`src/rtl/mips_ctrl_pkg.sv`:
```
// Shared constants and types for the multi-cycle MIPS controller:
// opcode/funct fields, ALU codes, FSM states, PC source selects and decode record.
package mips_ctrl_pkg;

    localparam logic [5:0] OP_RTYPE = 6'h00;
    localparam logic [5:0] OP_J     = 6'h02;
    localparam logic [5:0] OP_BEQ   = 6'h04;
    localparam logic [5:0] OP_BNE   = 6'h05;
    localparam logic [5:0] OP_ADDIU = 6'h09;
    localparam logic [5:0] OP_SLTI  = 6'h0a;
    localparam logic [5:0] OP_SLTIU = 6'h0b;
    localparam logic [5:0] OP_ANDI  = 6'h0c;
    localparam logic [5:0] OP_ORI   = 6'h0d;
    localparam logic [5:0] OP_XORI  = 6'h0e;
    localparam logic [5:0] OP_LUI   = 6'h0f;
    localparam logic [5:0] OP_LW    = 6'h23;
    localparam logic [5:0] OP_SW    = 6'h2b;

    localparam logic [5:0] FN_SLL  = 6'h00;
    localparam logic [5:0] FN_SRL  = 6'h02;
    localparam logic [5:0] FN_SRA  = 6'h03;
    localparam logic [5:0] FN_ADD  = 6'h20;
    localparam logic [5:0] FN_ADDU = 6'h21;
    localparam logic [5:0] FN_SUB  = 6'h22;
    localparam logic [5:0] FN_SUBU = 6'h23;
    localparam logic [5:0] FN_AND  = 6'h24;
    localparam logic [5:0] FN_OR   = 6'h25;
    localparam logic [5:0] FN_XOR  = 6'h26;
    localparam logic [5:0] FN_NOR  = 6'h27;
    localparam logic [5:0] FN_SLT  = 6'h2a;
    localparam logic [5:0] FN_SLTU = 6'h2b;

    localparam logic [4:0] ALU_ADD  = 5'd0;
    localparam logic [4:0] ALU_SUB  = 5'd1;
    localparam logic [4:0] ALU_SLL  = 5'd2;
    localparam logic [4:0] ALU_SRL  = 5'd3;
    localparam logic [4:0] ALU_SLT  = 5'd4;
    localparam logic [4:0] ALU_AND  = 5'd5;
    localparam logic [4:0] ALU_OR   = 5'd6;
    localparam logic [4:0] ALU_XOR  = 5'd7;
    localparam logic [4:0] ALU_SLTU = 5'd8;
    localparam logic [4:0] ALU_SRA  = 5'd9;
    localparam logic [4:0] ALU_NOR  = 5'd10;

    localparam logic [1:0] PC_SRC_SEQ = 2'b00;
    localparam logic [1:0] PC_SRC_BR  = 2'b01;
    localparam logic [1:0] PC_SRC_JMP = 2'b10;

    typedef enum logic [2:0] {
        ST_IF   = 3'd0,
        ST_ID   = 3'd1,
        ST_EX   = 3'd2,
        ST_MEM  = 3'd3,
        ST_WB   = 3'd4,
        ST_TRAP = 3'd5
    } state_e;

    typedef enum logic [2:0] {
        CLS_ALU = 3'd0,
        CLS_LW  = 3'd1,
        CLS_SW  = 3'd2,
        CLS_BEQ = 3'd3,
        CLS_BNE = 3'd4,
        CLS_J   = 3'd5
    } instr_cls_e;

    typedef struct packed {
        logic [4:0] alu_ctrl;
        logic [1:0] alu_src_a;
        logic [1:0] alu_src_b;
        logic [1:0] reg_dst;
        logic [1:0] mem2reg;
        logic       ext;
        logic       legal;
        instr_cls_e cls;
    } dec_t;

endpackage

```
`src/rtl/mips_instr_decode.sv`:
```
// Combinational op/funct decoder: ALU code, mux selects, extension, legality and class.
module mips_instr_decode
    import mips_ctrl_pkg::*;
(
    input  logic [5:0] op_i,
    input  logic [5:0] funct_i,
    output dec_t       dec_o
);

    always_comb begin
        dec_o       = '0;
        dec_o.cls   = CLS_ALU;
        dec_o.legal = 1'b1;
        case (op_i)
            OP_RTYPE: begin
                dec_o.reg_dst = 2'b01;
                case (funct_i)
                    FN_ADD, FN_ADDU: dec_o.alu_ctrl = ALU_ADD;
                    FN_SUB, FN_SUBU: dec_o.alu_ctrl = ALU_SUB;
                    FN_SLL: begin dec_o.alu_ctrl = ALU_SLL; dec_o.alu_src_b = 2'b01; end
                    FN_SRL: begin dec_o.alu_ctrl = ALU_SRL; dec_o.alu_src_b = 2'b01; end
                    FN_SRA: begin dec_o.alu_ctrl = ALU_SRA; dec_o.alu_src_b = 2'b01; end
                    FN_AND:  dec_o.alu_ctrl = ALU_AND;
                    FN_OR:   dec_o.alu_ctrl = ALU_OR;
                    FN_XOR:  dec_o.alu_ctrl = ALU_XOR;
                    FN_NOR:  dec_o.alu_ctrl = ALU_NOR;
                    FN_SLT:  dec_o.alu_ctrl = ALU_SLT;
                    FN_SLTU: dec_o.alu_ctrl = ALU_SLTU;
                    default: dec_o.legal = 1'b0;
                endcase
            end
            OP_ADDIU: begin dec_o.alu_ctrl = ALU_ADD;  dec_o.alu_src_b = 2'b10; end
            OP_SLTI:  begin dec_o.alu_ctrl = ALU_SLT;  dec_o.alu_src_b = 2'b10; dec_o.ext = 1'b1; end
            OP_SLTIU: begin dec_o.alu_ctrl = ALU_SLTU; dec_o.alu_src_b = 2'b10; end
            OP_ANDI:  begin dec_o.alu_ctrl = ALU_AND;  dec_o.alu_src_b = 2'b10; end
            OP_ORI:   begin dec_o.alu_ctrl = ALU_OR;   dec_o.alu_src_b = 2'b10; end
            OP_XORI:  begin dec_o.alu_ctrl = ALU_XOR;  dec_o.alu_src_b = 2'b10; end
            OP_LUI: begin
                dec_o.alu_ctrl  = ALU_SLL;
                dec_o.alu_src_a = 2'b01;
                dec_o.alu_src_b = 2'b10;
            end
            OP_LW: begin
                dec_o.alu_ctrl  = ALU_ADD;
                dec_o.alu_src_b = 2'b10;
                dec_o.mem2reg   = 2'b01;
                dec_o.cls       = CLS_LW;
            end
            OP_SW: begin
                dec_o.alu_ctrl  = ALU_ADD;
                dec_o.alu_src_b = 2'b10;
                dec_o.cls       = CLS_SW;
            end
            OP_BEQ: begin dec_o.alu_ctrl = ALU_SUB; dec_o.ext = 1'b1; dec_o.cls = CLS_BEQ; end
            OP_BNE: begin dec_o.alu_ctrl = ALU_SUB; dec_o.ext = 1'b1; dec_o.cls = CLS_BNE; end
            OP_J:     dec_o.cls = CLS_J;
            default:  dec_o.legal = 1'b0;
        endcase
        // Illegal encodings collapse to an all-zero NOP so no stray selects leak out.
        if (!dec_o.legal) begin
            dec_o     = '0;
            dec_o.cls = CLS_ALU;
        end
    end

endmodule

```
`src/rtl/mips_mc_ctrl.sv`:
```
// Multi-cycle MIPS sequencing FSM with memory handshake and timeout.
// Define MIPS_MC_ILLEGAL_TRAP_EN to trap on illegal instructions (default: execute as NOP).
module mips_mc_ctrl
    import mips_ctrl_pkg::*;
#(
    parameter int unsigned MEM_TIMEOUT = 15
) (
    input  logic       clk,
    input  logic       rst_n,
    input  logic [5:0] op,
    input  logic [5:0] funct,
    input  logic       zero,
    input  logic       mem_ready,
    output logic       mem_req,
    output logic       mem_we,
    output logic       mem_addr_sel,
    output logic       ir_wr,
    output logic       pc_wr,
    output logic [1:0] pc_src,
    output logic [4:0] alu_ctrl,
    output logic [1:0] alu_src_a,
    output logic [1:0] alu_src_b,
    output logic [1:0] reg_dst,
    output logic [1:0] mem2reg,
    output logic       ext,
    output logic       reg_wr,
    output logic [2:0] state,
    output logic       illegal,
    output logic       timeout
);

    localparam int unsigned CNT_W = (MEM_TIMEOUT > 0) ? $clog2(MEM_TIMEOUT + 1) : 1;
    localparam logic [CNT_W-1:0] CNT_LAST = CNT_W'((MEM_TIMEOUT > 0) ? MEM_TIMEOUT - 1 : 0);

    dec_t             dec;
    state_e           state_q, state_d;
    logic [CNT_W-1:0] cnt_q, cnt_d;
    logic             illegal_q, illegal_d;
    logic             timeout_q, timeout_d;
    logic             wait_expired;

    mips_instr_decode u_decode (
        .op_i    (op),
        .funct_i (funct),
        .dec_o   (dec)
    );

    assign wait_expired = (MEM_TIMEOUT != 0) && !mem_ready && (cnt_q == CNT_LAST);

    always_ff @(posedge clk) begin
        if (!rst_n) begin
            state_q   <= ST_IF;
            cnt_q     <= '0;
            illegal_q <= 1'b0;
            timeout_q <= 1'b0;
        end else begin
            state_q   <= state_d;
            cnt_q     <= cnt_d;
            illegal_q <= illegal_d;
            timeout_q <= timeout_d;
        end
    end

    always_comb begin
        state_d      = state_q;
        illegal_d    = illegal_q;
        timeout_d    = timeout_q;
        mem_req      = 1'b0;
        mem_we       = 1'b0;
        mem_addr_sel = 1'b0;
        ir_wr        = 1'b0;
        pc_wr        = 1'b0;
        pc_src       = PC_SRC_SEQ;
        alu_ctrl     = '0;
        alu_src_a    = '0;
        alu_src_b    = '0;
        reg_dst      = '0;
        mem2reg      = '0;
        ext          = 1'b0;
        reg_wr       = 1'b0;

        case (state_q)
            ST_IF: begin
                mem_req = 1'b1;
                if (mem_ready) begin
                    ir_wr   = 1'b1;
                    pc_wr   = 1'b1;
                    state_d = ST_ID;
                end else if (wait_expired) begin
                    state_d   = ST_TRAP;
                    timeout_d = 1'b1;
                end
            end
            ST_ID: begin
                if (!dec.legal) begin
`ifdef MIPS_MC_ILLEGAL_TRAP_EN
                    state_d   = ST_TRAP;
                    illegal_d = 1'b1;
`else
                    state_d   = ST_IF;
`endif
                end else if (dec.cls == CLS_J) begin
                    pc_wr   = 1'b1;
                    pc_src  = PC_SRC_JMP;
                    state_d = ST_IF;
                end else begin
                    state_d = ST_EX;
                end
            end
            ST_EX: begin
                alu_ctrl  = dec.alu_ctrl;
                alu_src_a = dec.alu_src_a;
                alu_src_b = dec.alu_src_b;
                ext       = dec.ext;
                case (dec.cls)
                    CLS_BEQ: begin pc_wr = zero;  pc_src = PC_SRC_BR; state_d = ST_IF; end
                    CLS_BNE: begin pc_wr = !zero; pc_src = PC_SRC_BR; state_d = ST_IF; end
                    CLS_LW, CLS_SW: state_d = ST_MEM;
                    default:        state_d = ST_WB;
                endcase
            end
            ST_MEM: begin
                mem_req      = 1'b1;
                mem_addr_sel = 1'b1;
                mem_we       = (dec.cls == CLS_SW);
                if (mem_ready) begin
                    state_d = (dec.cls == CLS_SW) ? ST_IF : ST_WB;
                end else if (wait_expired) begin
                    state_d   = ST_TRAP;
                    timeout_d = 1'b1;
                end
            end
            ST_WB: begin
                reg_wr  = 1'b1;
                reg_dst = dec.reg_dst;
                mem2reg = dec.mem2reg;
                state_d = ST_IF;
            end
            ST_TRAP: state_d = ST_TRAP;
            default: state_d = ST_IF;
        endcase

        // Any state change counts as "entering" IF/MEM; only waits within one state accumulate.
        if (state_d != state_q) begin
            cnt_d = '0;
        end else if ((state_q == ST_IF || state_q == ST_MEM) && !mem_ready) begin
            cnt_d = cnt_q + CNT_W'(1);
        end else begin
            cnt_d = cnt_q;
        end

        state   = state_q;
        illegal = illegal_q;
        timeout = timeout_q;
        // Outputs are forced quiet during reset so an aborted instruction issues nothing.
        if (!rst_n) begin
            mem_req      = 1'b0;
            mem_we       = 1'b0;
            mem_addr_sel = 1'b0;
            ir_wr        = 1'b0;
            pc_wr        = 1'b0;
            pc_src       = '0;
            alu_ctrl     = '0;
            alu_src_a    = '0;
            alu_src_b    = '0;
            reg_dst      = '0;
            mem2reg      = '0;
            ext          = 1'b0;
            reg_wr       = 1'b0;
            state        = '0;
            illegal      = 1'b0;
            timeout      = 1'b0;
        end
    end

endmodule

```
`config.mk`:
```
export PLATFORM = sky130hd
export DESIGN_NAME = mips_mc_ctrl
export DESIGN_NICKNAME = d
export VERILOG_FILES = /design/src/rtl/mips_ctrl_pkg.sv /design/src/rtl/mips_instr_decode.sv /design/src/rtl/mips_mc_ctrl.sv
export SDC_FILE = /design/constraint.sdc
export NUM_CORES = 1
export LEC_CHECK = 0
export BUFFER_PORTS_ARGS = -buffer_cell sky130_fd_sc_hd__buf_2
export CAP_MARGIN = 20
export CORE_MARGIN = 2
export CORE_UTILIZATION = 40
export CTS_CLUSTER_DIAMETER = 50
export CTS_CLUSTER_SIZE = 12
export DETAILED_ROUTE_END_ITERATION = 10
export GPL_TIMING_DRIVEN = 0
export PLACE_DENSITY = 0.67
export SYNTH_ARGS = -nofsm -noshare
export SYNTH_HDL_FRONTEND = slang
export SYNTH_HIERARCHICAL = 1
export SYNTH_SLANG_ARGS = --single-unit
```
`constraint.sdc`:
```
create_clock -name clk -period 2 [get_ports clk]
set_input_delay 0.1 -clock clk [delete_from_list [all_inputs] [get_ports clk]]
set_output_delay 0.1 -clock clk [all_outputs]
set_load 0.01 [all_outputs]
```
Word level (Yosys, flattened, before mapping)
Index checks and enable logic that the tools add are counted.
{"block": "word_totals", "register_bits": 9, "ramBits": 0, "n_memories": 0, "rom_bits": 0, "output_inout_bits": 27, "latchBits": 0}
{"block": "classes", "n_shift": 0, "div": 0, "n_eq_ne": 36, "reduce_logical": 20, "n_addsub": 1, "mul": 0, "n_bitwise": 2, "mux": 56, "magnitude_cmp": 0}
{"cell": "$eq 6x6->1 const B", "n": 12}
{"cell": "$eq 6x4->1 const B", "n": 7}
{"cell": "$pmux 4 s10", "n": 1}
{"cell": "$pmux 4 s8", "n": 1}
{"cell": "$pmux 3 s5", "n": 2}
{"cell": "$mux 2", "n": 13}
{"cell": "$mux 1", "n": 25}
{"cell": "$eq 6x2->1 const B", "n": 3}
{"cell": "$mux 17", "n": 1}
{"cell": "$mux 3", "n": 5}
{"cell": "$reduce_or 13->1", "n": 1}
{"cell": "$eq 3x2->1 const B", "n": 4}
{"cell": "$eq 3x3->1 const B", "n": 4}
{"cell": "$eq 6x3->1 const B", "n": 2}
{"cell": "$logic_not 6->1", "n": 2}
{"cell": "$reduce_or 12->1", "n": 1}
{"cell": "$reduce_or 2->1", "n": 6}
{"cell": "$mux 5", "n": 2}
{"cell": "$reduce_or 9->1", "n": 1}
{"cell": "$pmux 2 s2", "n": 2}
{"cell": "$eq 3x1->1 const B", "n": 2}
{"cell": "$pmux 3 s2", "n": 1}
{"cell": "$reduce_or 3->1", "n": 2}
{"cell": "$add 4x1->4 const B", "n": 1}
{"cell": "10 further kinds", "n": 14}

Longest topological paths before layout
Gate-level depths: netlist (run 1).
{"block": "depth", "word_depth": 11, "mapped_depth": 10, "depth_no_buf": 8}

Modules after synthesis
The synthesis (run 1) kept the hierarchy.
{"mod": "mips_mc_ctrl", "instances": 1, "area_each_um2": 884.6, "seq_area_each_um2": 180.2, "cells_each": 110}
{"mod": "mips_instr_decode", "instances": 1, "area_each_um2": 549.3, "seq_area_each_um2": 0.0, "cells_each": 79}

Least setup slack after synthesis (run 1)
No wires, ideal clock.
{"block": "synth_path", "path_kind": "input to output", "start": "in op[0]", "end": "out pc_wr", "path_slack_ps": -135, "arrival_time_ps": 2035, "path_stages": 5, "cell_sequence": "or3b_1 a2111oi_2 nand3b_1 or4b_1 a21oi_1"}
{"item": "start: declaration", "line": "mips_mc_ctrl.sv:10", "text": "input logic [5:0] op,"}
{"item": "end: declaration", "line": "mips_mc_ctrl.sv:18", "text": "output logic pc_wr,"}

==> results.txt, run 1 <==
Total GRT Usage = 18.0%
Tightest Pin Transition = 0.550 ns
TritonCTS Buffers = 3
Final setup fails = 2
CTS tree = built
Area Growth Syn to Fin = 30.6%
Max VDD drop = 413 uV
Syn avg cell area = 7.59 um^2
Clk root buf = clkbuf_4
Ant diodes = 0
Netlist cell types = 60
Seq/Total Area, Yosys = 12.6%
Post-DRT Antenna Nets = 0
Die ar. = 4080 um^2
Max clock buf depth = 2
Die Wd = 63.9 um
PwrDens = 291 nW/um^2
Flop and latch count out of synthesis = 9
Final Wtd Congestion = 0.810
Initial Util = 42.3%
First-pass GRT wire length = 6110 um
Worst Path Required = 1.90 ns
Status = finished with violations
Final non-filler cell area = 1870 um^2
Post-synth EDFFs = 0
Slew Viols, Final = 0
Worst Path Buf+Inv = 2
End of the critical path = pc_wr
Synth area leader = dfxtp_1
Die height = 63.9 um
Final Hold Vio Count = 0
Avg Vias per Cell = 5.40
Top cells by area, synth = dfxtp_1, and2_1, buf_4, buf_6, mux2i_1
PortBufs = 34
FFs w/ async S/R, synth = 0%
Post-Route WL = 3720 um
Worst EP arrival = 1.99 ns
Max-cap violation count = 0
CTS sink cnt = 9
DR pass1 iterations = 4
R2R cell count = 6
Avg WL per Cell = 12.9 um
Via count = 1555
CP startpoint kind = input port
Crit Path Category = input port to output pin
CP Depth = 8
Hold buffers post-CTS = 0
Setup crit end kind = output pin
CP max stage cell = or4b_1
Synth warnings = 6
Hold WC Path Type = input port to flop
Drc violations = 0
Max frequency = 0.478 GHz
H-tree levels = 1
Largest net degree at the start of global routing = 11
Worst skew pair latency = 0.25 ns
CP max FO = 4
Crit-path cells = buf_8, or3b_4, a2111oi_4, or4b_1, o211ai_1, o211ai_1, a21oi_2, buf_2
FILL cells = 340
CORE AREA = 3390 um^2
Most common cell in the synthesized netlist = and2_1
FF-to-FF Start = cnt_q[0]$_SDFFE_PP0P_
Cell family with the largest share of critical-path delay = simple AND/OR/NAND/NOR gates
Setup crit start = op[2]
Share of layout cells above drive strength 1 = 36.8%
Final worst path period share = 105%
RSZ-0062 raised after global routing = yes
Total gr overflow = 0
Final min period = 2.09 ns
Total I/O pin count = 43
Post-Syn Area = 1430 um^2
Placed inst area = 1690 um^2
Layout Nets = 261
Hold slack = 0.297 ns
Worst Clk Skew = 0.000939 ns
Reg2reg setup slack = 0.25 ns
Initial DRC Count = 93
Post-route non-filler standard cell count = 288
Slew headroom = 63.2%
Final WS setup = -0.0917 ns
Clock-pin transition on the worst setup and hold timing paths = 0.06 ns
# placed instances = 272
Top-area cell type share of the netlist area = 12.6%
FP Rows = 21
Initial antenna violation count = 0
Critical Path Max Stage Delay = 0.47 ns
Post-Synthesis Cells = 189
Synth cell count leaders = and2_1, nor2_1, dfxtp_1, nor3_1
R2r endpoint = cnt_q[2]$_SDFFE_PP0P_
CP dominant cell by count = o211ai_1
Most used DFF post-synth = dfxtp_1
Vias in the first global route = 1353
Leak pwr = 0.000848 uW
DPL Wire Length = 2660 um
Failing checks = negative setup slack
Worst slack at placement = -0.367 ns
-- sequential cells by signal, summed over array words and instances, names as in the netlist --
| register | flops |
|---|---|
| cnt_q | 4 |
| illegal_d | 1 |
| state_q | 3 |
| timeout_q | 1 |
-- per-layer routing --
metal / routed length (um) / GRT usage (%) / part of all wire (%) / vias to the layer above
met1: 1880 / 25.9 / 51 / 733
met2: 1700 / 28.9 / 46 / 30
met3: 134 / 2.11 / 3.6 / 2
li1: - / - / - / 790
met5: 0 / 0 / 0 / -
met4: 8 / 3.26 / 0.22 / 0
-- kinds of logic after synthesis --
| group | count (synthesis) | share of synthesized area, % |
|---|---|---|
| compound gates | 44 | 23.5 |
| xor+xnor | 7 | 4.80 |
| fa+ha+maj | 2 | 1.74 |
| buf+inv | 26 | 12.0 |
| flops | 9 | 12.6 |
| mux | 5 | 3.49 |
| other cells | 1 | 0.262 |
| simple gates | 95 | 41.6 |
-- area by class of cell --
class	count	area [um^2]	area share (%)
multi-input combinational	157	1140	61.0
timing repair buffer	46	287	15.3
sequential	9	180	9.62
buffer	20	158	8.42
tap	46	57.6	3.07
clock buffer	4	26.3	1.40
inverter	6	22.5	1.20
-- worst reg2reg max path, stage by stage (launching register included) --
cell and delay, ns:
dfxtp_1 0.41, inv_1 0.07, ha_1 0.23, a311o_1 0.39, o21ai_0 0.15, o21ai_1 0.16
nor4_2 0.25
-- per-stage QoR --
step                      setup TNS [ns]  total power (uW)  utilization [%]
final                             -0.158               546             55.3
after global placement             -1.56               383             49.7
after CTS                         -0.293               537             53.3
after global routing              -0.464               586             55.3
after detailed placement           -1.88               385             49.7
after floorplan                 -0.00838               334                -
-- placed cells by master (no fill, tap or decap), types with 5 or more instances in the layout --
| cell type | Yosys | layout |
|---|---|---|
| buf_2 | 5 | 35 |
| and2_1 | 21 | 21 |
| buf_4 | 8 | 19 |
| nor2_1 | 12 | 12 |
| nor3_1 | 9 | 9 |
| dfxtp_1 | 9 | 9 |
| nand3_1 | 8 | 8 |
| buf_6 | 5 | 7 |
| nand2_1 | 6 | 6 |
| o21ai_0 | 7 | 6 |
| nand3b_1 | 5 | 5 |
| o21a_1 | 5 | 5 |
| xnor2_1 | 5 | 5 |
| mux2i_1 | 5 | 5 |
-- timing repair --
action / CTS / global route
buffers inserted: 6 / 9
resized for setup: 16 / 6
endpoints found under the hold margin: 0 / 0
setup endpoints to repair: 7 / 10
pin swaps: 14 / 9
-- how the worst min path moves through the flow --
| stage | from | cells after the start | end |
|---|---|---|---|
| after floorplan | rst_n | 1 | state[2] |
| after global placement | illegal_d$_DFF_P_ | 1 | illegal_d$_DFF_P_ |
| after detailed placement | illegal_d$_DFF_P_ | 1 | illegal_d$_DFF_P_ |
| after CTS | rst_n | 3 | state_q[1]$_SDFF_PN0_ |
| after global routing | rst_n | 3 | state_q[1]$_SDFF_PN0_ |
| final | rst_n | 3 | state_q[1]$_SDFF_PN0_ |
-- where the power goes --
part / internal [uW] / switching [uW] / total, uW
registers: 183 / 3.91 / 187
clock network: 76.7 / 60.9 / 138
logic: 102 / 120 / 222
total: 361 / 184 / 546
No activity file was read; power rests on OpenSTA's default activity.
==> inputs of run 2 (changes only) <==
ABC_CLOCK_PERIOD_IN_PS = 2000   (was not set)
CORE_UTILIZATION = 47   (was 40)
PLACE_DENSITY = 0.77   (was 0.67)
==> run 2 against run 1 <==
The flow still finishes with violations (negative setup slack). Power down 0.34%. Worst setup slack worse by 0.030 ns. First-iteration DRC count up 23%. Critical path type unchanged. Largest cell class unchanged.
==> results.txt, run 2 (synthesis gave the netlist of run 1 again) <==
Status = finished with violations
Failing checks = negative setup slack
Max reg flops = 4 (unchanged)
Initial antenna violation count = 0 (unchanged)
Clock-pin transition on the worst setup and hold timing paths = 0.06 ns (about the same)
CP max FO = 3 (-1)
Via count = 1571 (+1.0%)
Max-cap violation count = 0 (unchanged)
CP max stage cell = or4b_4
H-tree levels = 1 (unchanged)
Leak pwr = 0.000844 uW (-0.40%)
DPL Wire Length = 2680 um (+0.65%)
Avg Vias per Cell = 5.71 (+5.8%)
Worst Clk Skew = 0.00307 ns (+0.00213 ns)
Hold WC Path Type = input port to flop
DR pass1 iterations = 4 (unchanged)
Post-Route WL = 3700 um (-0.32%)
PortBufs = 34 (unchanged)
Total I/O pin count = 43 (unchanged)
Largest net degree at the start of global routing = 11 (unchanged)
Die ar. = 3510 um^2 (-14%)
Max frequency = 0.471 GHz (-1.4%)
Clk root buf = clkbuf_4
Die height = 59.2 um (-7.3%)
Total gr overflow = 0 (unchanged)
Share of layout cells above drive strength 1 = 38.0% (+1.2 points)
Fin util = 62.2% (+7.0 points)
Max VDD drop = 396 uV (-4.0%)
Area Growth Syn to Fin = 29.2%
Total negative slack = -0.209 ns (-0.0507 ns)
Worst skew pair latency = 0.26 ns (about the same)
Crit Path Category = input port to output pin
CORE AREA = 2980 um^2 (-12%)
Crit-path cells = buf_8, or3b_4, a2111oi_4, nand3b_1, or4b_4, a21oi_2, buf_2
Final min period = 2.12 ns (+0.0304 ns)
Layout Nets = 261 (unchanged)
Total GRT Usage = 20.4% (+2.4 points)
Top reg by flops = cnt_q
PwrDens = 294 nW/um^2 (+0.74%)
Final WS setup = -0.122 ns (-0.0304 ns)
Worst EP arrival = 2.02 ns (+0.03 ns)
Vias in the first global route = 1355 (+0.15%)
Setup crit end kind = output pin
CP startpoint kind = input port
FP Rows = 20 (-4.8%)
Biggest regs = cnt_q x4, state_q x3
Most common cell after layout, fill and taps aside = buf_2
Avg WL per Cell = 13.5 um (+4.4%)
Initial DRC Count = 114 (+23%)
CTS sink cnt = 9 (unchanged)
Slew Viols, Final = 0 (unchanged)
Drc violations = 0 (unchanged)
TritonCTS Buffers = 3 (unchanged)
Die Wd = 59.2 um (-7.3%)
Hold buffers post-CTS = 0 (unchanged)
RSZ-0062 raised after global routing = yes
Max clock buf depth = 2 (unchanged)
Initial Util = 48.2% (+5.8 points)
CTS tree = built
Ant diodes = 0 (unchanged)
Final Hold Vio Count = 0 (unchanged)
Post-DRT Antenna Nets = 0 (unchanged)
Final setup fails = 2 (unchanged)
Critical Path Max Stage Delay = 0.58 ns (+0.11 ns)
Final Wtd Congestion = 0.847 (+4.5%)
Final worst path period share = 106% (+1.5 points)
Most frequent cells in the layout = buf_2, buf_4, and2_1
First-pass GRT wire length = 5660 um (-7.3%)
Worst Path Required = 1.90 ns (about the same)
==> run 2: changes by cell type in the layout (fill, tap and decap cells not counted), sizes merged <==
cell / previous run / this run
clkinv: 0 / 1
clkbuf: 7 / 5
buf: 63 / 64
==> run 2: routing by layer <==
metal	routed length [um]	vias up	global-route usage, %
li1	-	793	-
met1	1670	708	27.0
met2	1740	67	33.9
met3	281	3	5.02
met4	7	0	3.25
met5	0	-	0
==> run 2: worst max-delay path, delay by kind of cell <==
family	cells	cell delay, ns
compound gates	2	0.52
simple gates	3	1.17
buf+inv	2	0.24
==> run 2: where the power goes <==
group,internal (uW),leakage (uW),switching (uW)
Combinational,102,0.000754,120
Sequential,183,0.0000728,3.60
Clock,73.6,0.0000177,62.1
Total,358,0.000844,186
==> run 2: per-stage QoR <==
stage	hold slack [ns]	total power (uW)	instances	setup WS (ns)	area (um^2)
finish	0.321	544	275	-0.122	1850
CTS	0.311	534	267	-0.0898	1760
global route	0.325	578	275	-0.181	1850
global placement	0.440	382	259	-0.331	1670
detailed placement	0.443	386	259	-0.339	1670
floorplan	0.360	334	192	-0.00838	1460
==> run 2: final timing paths <==
path | start | slack [ns] | endpoint | cells past startpoint
max | op[2] | -0.12 | pc_wr | 7
min | rst_n | 0.32 | state_q[2]$_SDFF_PN0_ | 3
max reg2reg | cnt_q[0]$_SDFFE_PP0P_ | 0.23 | cnt_q[1]$_SDFFE_PP0P_ | 6
min reg2reg | illegal_d$_DFF_P_ | 0.45 | illegal_d$_DFF_P_ | 1
==> run 2: repair_timing <==
item / in CTS / in global routing
gates resized for setup: 10 / 9
pin swaps: 6 / 5
endpoints found under the setup margin: 3 / 8
gates cloned: 0 / 0
setup buffers: 4 / 8
==> run 2: area by class of cell <==
| type | count | area (um^2) |
|---|---|---|
| tap | 33 | 41.3 |
| sequential | 9 | 180 |
| clock inverter | 1 | 5.00 |
| fill | 260 | 1120 |
| buffer | 20 | 156 |
| timing repair buffer | 46 | 283 |
| multi-input combinational | 157 | 1140 |
| clock buffer | 3 | 22.5 |
| inverter | 6 | 22.5 |
